<file path="config.mk">
export PLATFORM = sky130hd
export DESIGN_NAME = axi4_rd_to_axi_stream
export DESIGN_NICKNAME = d
export VERILOG_FILES = /design/src/rtl/axi4_rd_stream_pkg.sv /design/src/rtl/axi4_rd_burst_split.sv /design/src/rtl/axi4_rd_to_axi_stream.sv
export SDC_FILE = /design/constraint.sdc
export NUM_CORES = 1
export LEC_CHECK = 0
export ABC_AREA = 1
export CAP_MARGIN = 40
export CORE_MARGIN = 8
export CORE_UTILIZATION = 48
export CTS_BUF_LIST = sky130_fd_sc_hd__clkbuf_4 sky130_fd_sc_hd__clkbuf_8 sky130_fd_sc_hd__clkbuf_16
export DETAILED_ROUTE_END_ITERATION = 8
export PLACE_DENSITY = 0.74
export RECOVER_POWER = 50
export SLEW_MARGIN = 10
export SYNTH_ARGS = -nofsm -noshare
export SYNTH_HDL_FRONTEND = slang
export SYNTH_HIERARCHICAL = 1
export SYNTH_SLANG_ARGS = --single-unit
</file>
<file path="constraint.sdc">
create_clock -name axi_aclk -period 4 [get_ports axi_aclk]
set_input_delay 0.4 -clock axi_aclk [delete_from_list [all_inputs] [get_ports axi_aclk]]
set_output_delay 0.4 -clock axi_aclk [all_outputs]
set_load 0.02 [all_outputs]
</file>
<file path="src/rtl/axi4_rd_stream_pkg.sv">
// Shared state encoding, AXI constants and helpers for the AXI4 read-to-stream bridge.
package axi4_rd_stream_pkg;

  typedef enum logic [1:0] {
    IDLE  = 2'd0,
    DRAIN = 2'd1,
    AR    = 2'd2,
    DATA  = 2'd3
  } state_t;

  localparam logic [1:0] AXI_BURST_INCR = 2'b01;
  localparam logic [1:0] AXI_RESP_OKAY  = 2'b00;

  // AXI size encoding: log2 of the bytes carried by one data beat.
  function automatic logic [2:0] clog2_bytes(input int dsize);
    logic [2:0] res;
    res = 3'd0;
    for (int i = 0; i < 8; i++) begin
      if ((8 << i) == dsize) res = 3'(i);
    end
    return res;
  endfunction

endpackage

</file>
<file path="src/rtl/axi4_rd_burst_split.sv">
// Tracks the remaining transfer and presents the next INCR burst (address, length)
// together with the length and last-burst flag of the burst currently in flight.
module axi4_rd_burst_split
  import axi4_rd_stream_pkg::*;
#(
  parameter int ASIZE     = 32,
  parameter int MAX_BURST = 256,
  parameter int BYTES     = 4
) (
  input  logic             clk,
  input  logic             rst_n,
  input  logic             load,
  input  logic [ASIZE-1:0] load_addr,
  input  logic [31:0]      load_len,
  input  logic             advance,
  output logic [ASIZE-1:0] araddr,
  output logic [7:0]       arlen,
  output logic [7:0]       cur_len,
  output logic             last_burst,
  output logic             empty
);

  logic [31:0] rem_r;
  logic [8:0]  beats_s;
  logic [31:0] next_rem_s;
  logic [31:0] step_s;

  function automatic logic [8:0] burst_beats(input logic [31:0] rem);
    if (rem > 32'(MAX_BURST)) return 9'(MAX_BURST);
    else return rem[8:0];
  endfunction

  function automatic logic [7:0] to_arlen(input logic [8:0] beats);
    if (beats == 9'd0) return 8'd0;
    else return 8'(beats - 9'd1);
  endfunction

  assign beats_s    = burst_beats(rem_r);
  assign next_rem_s = rem_r - {23'd0, beats_s};
  assign step_s     = {23'd0, beats_s} * 32'(BYTES);
  assign empty      = (rem_r == 32'd0);

  // Load a new transfer, or step past the burst the AR channel just accepted.
  always_ff @(posedge clk or negedge rst_n) begin
    if (!rst_n) begin
      araddr     <= {ASIZE{1'b0}};
      rem_r      <= 32'd0;
      arlen      <= 8'd0;
      cur_len    <= 8'd0;
      last_burst <= 1'b0;
    end else if (load) begin
      araddr <= load_addr;
      rem_r  <= load_len;
      arlen  <= to_arlen(burst_beats(load_len));
    end else if (advance) begin
      araddr     <= araddr + ASIZE'(step_s);
      rem_r      <= next_rem_s;
      arlen      <= to_arlen(burst_beats(next_rem_s));
      cur_len    <= arlen;
      last_burst <= (next_rem_s == 32'd0);
    end
  end

endmodule

</file>
<file path="src/rtl/axi4_rd_to_axi_stream.sv">
// Collects a {addr, length} command header, issues split AXI4 INCR reads one at a
// time and forwards the read data as a single AXI-Stream packet.
module axi4_rd_to_axi_stream
  import axi4_rd_stream_pkg::*;
#(
  parameter int DSIZE     = 32,
  parameter int ASIZE     = 32,
  parameter int IDSIZE    = 4,
  parameter int MAX_BURST = 256
) (
  input  logic              axi_aclk,
  input  logic              axi_aresetn,
  input  logic [DSIZE-1:0]  cmd_tdata,
  input  logic              cmd_tvalid,
  input  logic              cmd_tlast,
  output logic              cmd_tready,
  output logic [IDSIZE-1:0] axi_arid,
  output logic [ASIZE-1:0]  axi_araddr,
  output logic [7:0]        axi_arlen,
  output logic [2:0]        axi_arsize,
  output logic [1:0]        axi_arburst,
  output logic              axi_arvalid,
  input  logic              axi_arready,
  input  logic [DSIZE-1:0]  axi_rdata,
  input  logic [1:0]        axi_rresp,
  input  logic              axi_rlast,
  input  logic              axi_rvalid,
  output logic              axi_rready,
  output logic [DSIZE-1:0]  m_tdata,
  output logic              m_tvalid,
  output logic              m_tlast,
  input  logic              m_tready,
  output logic              busy,
  output logic              err,
  output logic              hdr_err
);

  localparam int FIELD_LEN = (64 + DSIZE - 1) / DSIZE;
  localparam int HW        = FIELD_LEN * DSIZE;

  state_t            state_r, state_s;
  logic [HW-1:0]     hdr_r, hdr_next_s;
  logic [3:0]        hdr_cnt_r, hdr_cnt_s;
  logic [7:0]        rcnt_r, rcnt_s;
  logic              load_s, advance_s, hdr_err_s, err_s;
  logic              cmd_hs_s, r_hs_s, burst_end_s, in_data_s;
  logic              cmd_tready_r, busy_r, arvalid_r, hdr_err_r, err_r;
  logic [7:0]        cur_len_s;
  logic              last_burst_s, empty_s;

  axi4_rd_burst_split #(
    .ASIZE    (ASIZE),
    .MAX_BURST(MAX_BURST),
    .BYTES    (DSIZE / 8)
  ) u_split (
    .clk       (axi_aclk),
    .rst_n     (axi_aresetn),
    .load      (load_s),
    .load_addr (ASIZE'(hdr_next_s[63:32])),
    .load_len  (hdr_next_s[31:0]),
    .advance   (advance_s),
    .araddr    (axi_araddr),
    .arlen     (axi_arlen),
    .cur_len   (cur_len_s),
    .last_burst(last_burst_s),
    .empty     (empty_s)
  );

  // First header beat ends up most significant after FIELD_LEN shifts.
  assign hdr_next_s  = (hdr_r << DSIZE) | HW'(cmd_tdata);
  assign cmd_hs_s    = cmd_tvalid & cmd_tready_r;
  assign in_data_s   = (state_r == DATA);
  assign r_hs_s      = in_data_s & axi_rvalid & m_tready;
  assign burst_end_s = (rcnt_r == cur_len_s);

  // Next-state, header counting, burst stepping and error detection.
  always_comb begin
    state_s   = state_r;
    hdr_cnt_s = hdr_cnt_r;
    rcnt_s    = rcnt_r;
    load_s    = 1'b0;
    advance_s = 1'b0;
    hdr_err_s = 1'b0;
    err_s     = err_r;
    case (state_r)
      IDLE: begin
        if (cmd_hs_s) begin
          if (hdr_cnt_r == 4'(FIELD_LEN - 1)) begin
            hdr_cnt_s = 4'd0;
            load_s    = 1'b1;
            if (!cmd_tlast) state_s = DRAIN;
            else if (hdr_next_s[31:0] == 32'd0) state_s = IDLE;
            else state_s = AR;
          end else if (cmd_tlast) begin
            hdr_cnt_s = 4'd0;
            hdr_err_s = 1'b1;
          end else begin
            hdr_cnt_s = hdr_cnt_r + 4'd1;
          end
        end else begin
          hdr_cnt_s = hdr_cnt_r;
        end
      end
      DRAIN: begin
        if (cmd_hs_s && cmd_tlast) state_s = empty_s ? IDLE : AR;
        else state_s = DRAIN;
      end
      AR: begin
        if (arvalid_r && axi_arready) begin
          advance_s = 1'b1;
          rcnt_s    = 8'd0;
          state_s   = DATA;
        end else begin
          state_s = AR;
        end
      end
      DATA: begin
        if (r_hs_s) begin
          if ((axi_rlast != burst_end_s) || (axi_rresp != AXI_RESP_OKAY)) err_s = 1'b1;
          else err_s = err_r;
          if (burst_end_s) begin
            rcnt_s  = 8'd0;
            state_s = last_burst_s ? IDLE : AR;
          end else begin
            rcnt_s = rcnt_r + 8'd1;
          end
        end else begin
          state_s = DATA;
        end
      end
      default: state_s = IDLE;
    endcase
  end

  // State, counters and registered control outputs.
  always_ff @(posedge axi_aclk or negedge axi_aresetn) begin
    if (!axi_aresetn) begin
      state_r      <= IDLE;
      hdr_r        <= {HW{1'b0}};
      hdr_cnt_r    <= 4'd0;
      rcnt_r       <= 8'd0;
      cmd_tready_r <= 1'b0;
      busy_r       <= 1'b0;
      arvalid_r    <= 1'b0;
      hdr_err_r    <= 1'b0;
      err_r        <= 1'b0;
    end else begin
      state_r      <= state_s;
      hdr_r        <= (cmd_hs_s && state_r == IDLE) ? hdr_next_s : hdr_r;
      hdr_cnt_r    <= hdr_cnt_s;
      rcnt_r       <= rcnt_s;
      cmd_tready_r <= (state_s == IDLE) || (state_s == DRAIN);
      busy_r       <= (state_s == AR) || (state_s == DATA);
      arvalid_r    <= (state_s == AR);
      hdr_err_r    <= hdr_err_s;
      err_r        <= err_s;
    end
  end

  assign cmd_tready  = cmd_tready_r;
  assign busy        = busy_r;
  assign err         = err_r;
  assign hdr_err     = hdr_err_r;
  assign axi_arvalid = arvalid_r;
  assign axi_arid    = {IDSIZE{1'b0}};
  assign axi_arsize  = clog2_bytes(DSIZE);
  assign axi_arburst = AXI_BURST_INCR;
  assign axi_rready  = in_data_s & m_tready;
  assign m_tdata     = in_data_s ? axi_rdata : {DSIZE{1'b0}};
  assign m_tvalid    = in_data_s & axi_rvalid;
  assign m_tlast     = in_data_s & axi_rvalid & last_burst_s & burst_end_s;

endmodule

</file>
Yosys cells after proc, flatten, opt, wreduce, memory -nomap -nowiden
Cells that the tools add are included.

Output and inout port bits: 89. Bits of input ports: 74. Word-level logic and storage cells: 103. Flip-flop bits (word level): 132.

$lt $le $gt $ge: 3. Add/subtract/negate cells: 6. Eq/ne operators: 11. Bitwise gates (word level): 8. Multiplexer cells: 41. Reductions and logical operators: 20.

Operators with widths (count): $mux 32 (5); $gt 32x9->1 const B (3); $logic_not 32->1 (3); $or 64x32->64 (1); $mux 8 (7); $mux 9 (6); $add 32x11->32 (1); $sub 32x9->32 (1); $logic_not 9->1 (2); $mux 2 (9); $pmux 8 s2 (1); $sub 8x1->8 const B (2); $mux 1 (10); $add 8x1->8 const B (1); $eq 2x2->1 const B (4); $eq 8x8->1 (1); $mux 4 (2); $pmux 2 s4 (1); $and 1x1->1 (6); $reduce_and 3->1 (2); $reduce_bool 2->1 (3); $add 4x1->4 const B (1); $eq 2x1->1 const B (2); $eq 4x1->1 const B (1); 7 further kinds (14).

Longest topological paths before layout
Depth in word-level cells: 11. Gate-level depth with buffers: 32. Mapped depth without buffers: 31.

Modules after synthesis
The synthesis kept the hierarchy.

By module, submodules not included: axi4_rd_burst_split (area an instance 5906.9 µm², seq. area each 2026.9 µm², cells an instance 838, instances 1); axi4_rd_to_axi_stream (area an instance 2747.6 µm², seq. area each 1276.2 µm², cells an instance 379, instances 1).

Worst setup path after synthesis
No wires, ideal clock.

Path kind: reg2reg. Start: reg u_split.rem_r[10]. End: reg u_split.araddr[28]. Slack: 0.078 ns. Stages on the path, launching flop included: 27. Library setup time: 0.134 ns. Clock period less this slack: 3.922 ns. Required time: 3.866 ns. Arrival: 3.788 ns. Path buffers: 2. Cells stage by stage: dfrtp_1 > nor2_4 > nand2_4 > nor2_8 > nand2_1 > nand2_1 > nand2_2 > buf_6 > buf_2 > nor2_1 > ha_1 > inv_1 > fa_1 > nand3b_1 > nand2_1 > a31oi_1 > o21ai_0 > nand2_1 > a21oi_1 > nand2_1 > nor2_1 > nand2_1 > nor3_1 > nand3_1 > xor2_1 > nand2_1 > o211ai_1.

Cells in the longest elaborated chain, start to end: 5.

Ends and longest elaborated chain: from (decl) (line axi4_rd_burst_split.sv:23) `logic [31:0] rem_r;`; from (signal assigned) (line axi4_rd_burst_split.sv:53) `rem_r <= load_len;`; from (signal assigned) (line axi4_rd_burst_split.sv:57) `rem_r <= next_rem_s;`; $gt 32x9->1 (line axi4_rd_burst_split.sv:29) `if (rem > 32'(MAX_BURST)) return 9'(MAX_BURST);`; $mux 9 (line axi4_rd_burst_split.sv:29); $add 32x11->32 (line axi4_rd_burst_split.sv:56) `araddr <= araddr + ASIZE'(step_s);`; $mux 32 (line axi4_rd_burst_split.sv:55) `end else if (advance) begin`; $mux 32 (line axi4_rd_burst_split.sv:51) `end else if (load) begin`; to (signal assigned) (line axi4_rd_burst_split.sv:46) `araddr <= {ASIZE{1'b0}};`; to (signal assigned) (line axi4_rd_burst_split.sv:52) `araddr <= load_addr;`; to (signal assigned) (line axi4_rd_burst_split.sv:56); to (decl) (line axi4_rd_burst_split.sv:16) `output logic [ASIZE-1:0] araddr,`.

Every way passes these cells. The select of a mux whose other input is x is not followed. A chain may end at the register's enable or synchronous reset.

Final worst setup path
Start: reg u_split.rem_r[13]. End: reg u_split.araddr[28].

The elaborated chain is that of the path after synthesis.

==> metrics list <==
- Result of the run: finished, violations left
* Violated checks: max-capacitance violations, max-slew violations
- Count of flip-flops with a built-in enable after synthesis: 0
* Hold Buf Count CTS: 0
- Once detailed placement completed, the half-perimeter wirelength came to about 20,000 um.
- Leaving out fill and tap cells, the most frequent cell in the layout is sky130_fd_sc_hd__nand2_1.
- Mapped Area: around 8700 um^2
- Share of the yosys chip area belonging to registers: between 30% and 40%
* Worst Slack Setup Final: 0.2169 ns
- Including well taps, the total number of placed cells is around 1,600.
- Clock net sink count: ~130
- sky130_fd_sc_hd__dfrtp_1 takes more of the synthesized area than any other cell.
- Number of antenna violations at the first check in global routing: 0
- Fraction of registers with async set/reset: 100.0%
- After the first detailed-routing iteration, the DRC count stood at 725.
* Arrival time of the worst setup path: between 4 and 5 ns
- Count of buffers inserted at the top-level ports: approximately 150
- For this run, design rule violations remaining after detail routing come to 0.
- GRT Overall Usage: around a quarter
- Non-Filler Instances: between 1,500 and 2,000
- In this run the worst path has a maximum fanout of 8.
* Number of slew-limit violations in the final report: 90
- Overall die area: around 23,000 um^2
- TritonCTS built the clock tree.
- Final Hold Viols: 0
* Total power after layout: 6341 uW
- From bottom edge to top edge, the die measures roughly 150 um.
- Layout cell share with drive strength beyond 1: 10.17%
* GPL Wtd Cong: approximately 0.92
* ANT nets after route: 0
- Setup slack after placement: 0.02325 ns
- Adder-cell area share of the yosys netlist: 2.544%
- For the pin with the worst max-slew slack, the measured transition is 2.312 ns.
- Leaving out fill and tap cells, the most frequent cells in the layout are sky130_fd_sc_hd__nand2_1 (338), sky130_fd_sc_hd__inv_1 (166), sky130_fd_sc_hd__clkdlybuf4s50_1 (149).
* Max Clock Freq: 0.2643 GHz
- In this run the number of H-tree levels came out at 4.
- Wire length of the first global-routing pass: between 40,000 and 50,000 um
* Setup violations, final: 0
- In this run, synthesis produced a sequential element count of between 100 and 150.
- CTS root buf: sky130_fd_sc_hd__clkbuf_16
- After global routing the overflow that remains totals 0.
* Top cells by area, synth: sky130_fd_sc_hd__dfrtp_1 (38%), sky130_fd_sc_hd__nand2_1 (15%), sky130_fd_sc_hd__inv_1 (7.2%), sky130_fd_sc_hd__nor2_1 (6.3%), sky130_fd_sc_hd__nand3_1 (3.5%)
* Maximum ir drop on the vdd rail: about 0.39 mV
- The signal on the critical path passes through nor2_2 > nand2_2 > nor2_1 > nand2_1 > nand2_1 > nand2_4 > nor2_1 > ha_1 > inv_1 > fa_1 > nand3b_1 > nand2_1 > a31oi_2 > o21ai_2 > nand2_1 > a21oi_2 > nand2_1 > nor2_2 > nand2_2 > nor3_4 > nand3_1 > xor2_1 > nand2_1 > o211ai_1.
* Parity-gate share of the synthesized area counting xor and xnor cells: 4.034%
- After synthesis, the share of cell area in mux cells is less than 1%.
* Layout overhead on the synthesized area: 30.10%
- For this configuration, the core starts out at a cell density of approximately half.
- Slowest stage cell on the critical path: sky130_fd_sc_hd__dfrtp_1
* Total clock buffers created by CTS: 17
- After clock tree synthesis, the clock-pin slew on the worst setup and hold paths is around 0.070 ns.
- Across the whole layout, storage elements account for around 3300 um^2.
- Yosys printed 6 warnings.
- Diodes inserted: 0
- STA classifies the critical path endpoint as a flop.
* Number of max-cap violations: 1
* Worst-skew pair later-pin latency: between 0.4 and 0.5 ns
- DIE WIDTH: ~150 um
- PwrDens: roughly 560 nW/um^2
- Largest net degree at the start of global routing: 90
* Share of the clock period used by the worst path: 94.58%
- FP Rows: 49
* Kind of critical path: flop to flop
* Number of instances in the synthesized netlist: roughly 1,200
- Detailed routing inserted a total of approximately 8,900 vias.
* Crit path largest cell delay: just over 0.4 ns
- Averaged over all synthesized cells, the footprint is just over 7 um^2.
- Number of buffers between clock root and the deepest sink: 2
* Fraction of post-synthesis cell area in the top cell type by area: between 30% and 40%
* Detail-routed net length per standard cell: around 17 um
* Vias in the first global route: ~8,400
* Initial DRT Pass Iterations: 5
* Leak: roughly 0.0053 uW
* Vias per inst: between 5 and 6
- Summing the areas of all and, or, nand and nor instances in the mapped netlist gives between 30 and 40% of the synthesized area.
* Final period demand of the worst path: 3.783 ns
* Relative slew slack: -54.13%
- Counting the fill cells in the layout gives between 1,500 and 2,000.
- Largest family of logic cells by synthesized area: simple AND/OR/NAND/NOR gates
- The worst setup path is launched from a flop.
- After detailed routing, the total wire length is 27,350 um.
* Top cell by count, worst path: sky130_fd_sc_hd__nand2_1
- IO Pins: about 160
- In the final design database the tool counted roughly 1,500 nets.
- Worst Clk Skew: between 0.007 and 0.008 ns
- The multi-input combinational cells in the finished layout cover a total of about 4600 um^2.
- WP data required: approximately 4.3 ns
* Post-synthesis cell type count: between 50 and 60
- The synthesized netlist devotes about 12% of its cell area to compound gates.
- Area of the core: 17,840 um^2
- Among all flip-flop cells after synthesis, the most frequent one is sky130_fd_sc_hd__dfrtp_1.
- The tightest min-delay check is of the flop to flop type.
## registers in the layout, indices dropped and copies added (netlist names)
name                flops
axi_arvalid             1
u_split/arlen           8
hdr_cnt_r               4
state_r                 2
err                     1
u_split/last_burst      1
u_split/rem_r          32
hdr_r                  32
rcnt_r                  8
busy                    1
u_split/araddr         32
cmd_tready              1
hdr_err                 1
u_split/cur_len         8
## metrics by stage
| stage | cell area, um^2 | hold WS (ns) | util [%] | TNS [ns] |
|---|---|---|---|---|
| after detailed placement | 10490 | 0.4589 | 58.80 | 0 |
| after floorplan | 8681 | 0.1044 | - | 0 |
| final | 11260 | 0.4723 | 63.11 | 0 |
| after global placement | 10490 | 0.4541 | 58.80 | 0 |
| after global routing | 11260 | 0.4855 | 63.11 | -0.01863 |
| after CTS | 11100 | 0.08754 | 62.19 | 0 |
## where the power goes
group          total (uW)  switching (uW)  internal [uW]  leakage [uW]
Combinational        2790            1680           1110       0.00334
Clock                1620             664            954      0.000296
Sequential           1930             296           1630       0.00171
## cells in the mapped netlist (2+ instances only)
cell type,count
sky130_fd_sc_hd__a21oi_1,14
sky130_fd_sc_hd__a22oi_1,24
sky130_fd_sc_hd__and3_1,2
sky130_fd_sc_hd__buf_2,3
sky130_fd_sc_hd__buf_4,9
sky130_fd_sc_hd__buf_6,2
sky130_fd_sc_hd__clkbuf_1,28
sky130_fd_sc_hd__conb_1,3
sky130_fd_sc_hd__dfrtp_1,132
sky130_fd_sc_hd__ha_1,16
sky130_fd_sc_hd__inv_1,166
sky130_fd_sc_hd__inv_2,10
sky130_fd_sc_hd__nand2_1,339
sky130_fd_sc_hd__nand2_2,12
sky130_fd_sc_hd__nand2_4,3
sky130_fd_sc_hd__nand3_1,60
sky130_fd_sc_hd__nand3_2,6
sky130_fd_sc_hd__nand3b_1,4
sky130_fd_sc_hd__nand4_1,27
sky130_fd_sc_hd__nor2_1,145
sky130_fd_sc_hd__nor2_2,10
sky130_fd_sc_hd__nor2_4,4
sky130_fd_sc_hd__nor3_1,18
sky130_fd_sc_hd__nor3_2,2
sky130_fd_sc_hd__nor4_1,13
sky130_fd_sc_hd__o211ai_1,19
sky130_fd_sc_hd__o21ai_0,57
sky130_fd_sc_hd__o21ai_1,2
sky130_fd_sc_hd__o21bai_1,4
sky130_fd_sc_hd__o221ai_1,14
sky130_fd_sc_hd__o22ai_1,9
sky130_fd_sc_hd__o31ai_1,4
sky130_fd_sc_hd__xnor2_1,11
sky130_fd_sc_hd__xor2_1,27
## final timing paths
path                              startpoint                  to  slack [ns]  cells past startpoint
hold reg to reg                    hdr_r[31]           hdr_r[31]        0.47                      2
hold / removal                     hdr_r[31]           hdr_r[31]        0.47                      2
min in group asynchronous        axi_aresetn            hdr_r[0]        0.65                      1
setup / recovery           u_split/rem_r[13]  u_split/araddr[28]        0.22                     24
max in group asynchronous        axi_aresetn    u_split/arlen[1]        1.26                      2
setup reg to reg           u_split/rem_r[13]  u_split/araddr[28]        0.22                     24
## logic make-up after synthesis
kind of cell	count (synthesis)
AOI/OAI and AO/OA	157
xor gates and xnor gates	39
adders and majority gates	17
buffers and inverters	220
DFF	132
muxes	1
other	3
and+or+nand+nor	648
## cell type report
type / instances / area share (%)
clock inverters: 14 / 1.467
flip-flops and latches: 132 / 29.36
multi-input cells: 872 / 40.60
inverters: 177 / 5.912
repair buffers: 193 / 16.21
well taps: 229 / 2.545
clock buffers: 18 / 3.900
## what timing repair did
item / in CTS / in global routing
endpoints found under the setup margin: 0 / 22
buffers inserted: 0 / 14
resized for setup: 0 / 31
## critical path: cells and delay by family, from the launching register on
kind                       cells  cell delay, ns
and+or+nand+nor               16            1.93
DFF                            1            0.41
xor gates and xnor gates       1            0.16
adders and majority gates      2            0.54
buffers and inverters          1            0.06
AOI/OAI and AO/OA              4            0.54
## metal layers
metal | share of wire [%] | GRT usage [%]
met4 | 2.4 | 9.245
met3 | 8.4 | 4.719
met1 | 42 | 29.53
met5 | 0 | 0
met2 | 48 | 40.29
Note: power is estimated with default switching activity, not from simulation.
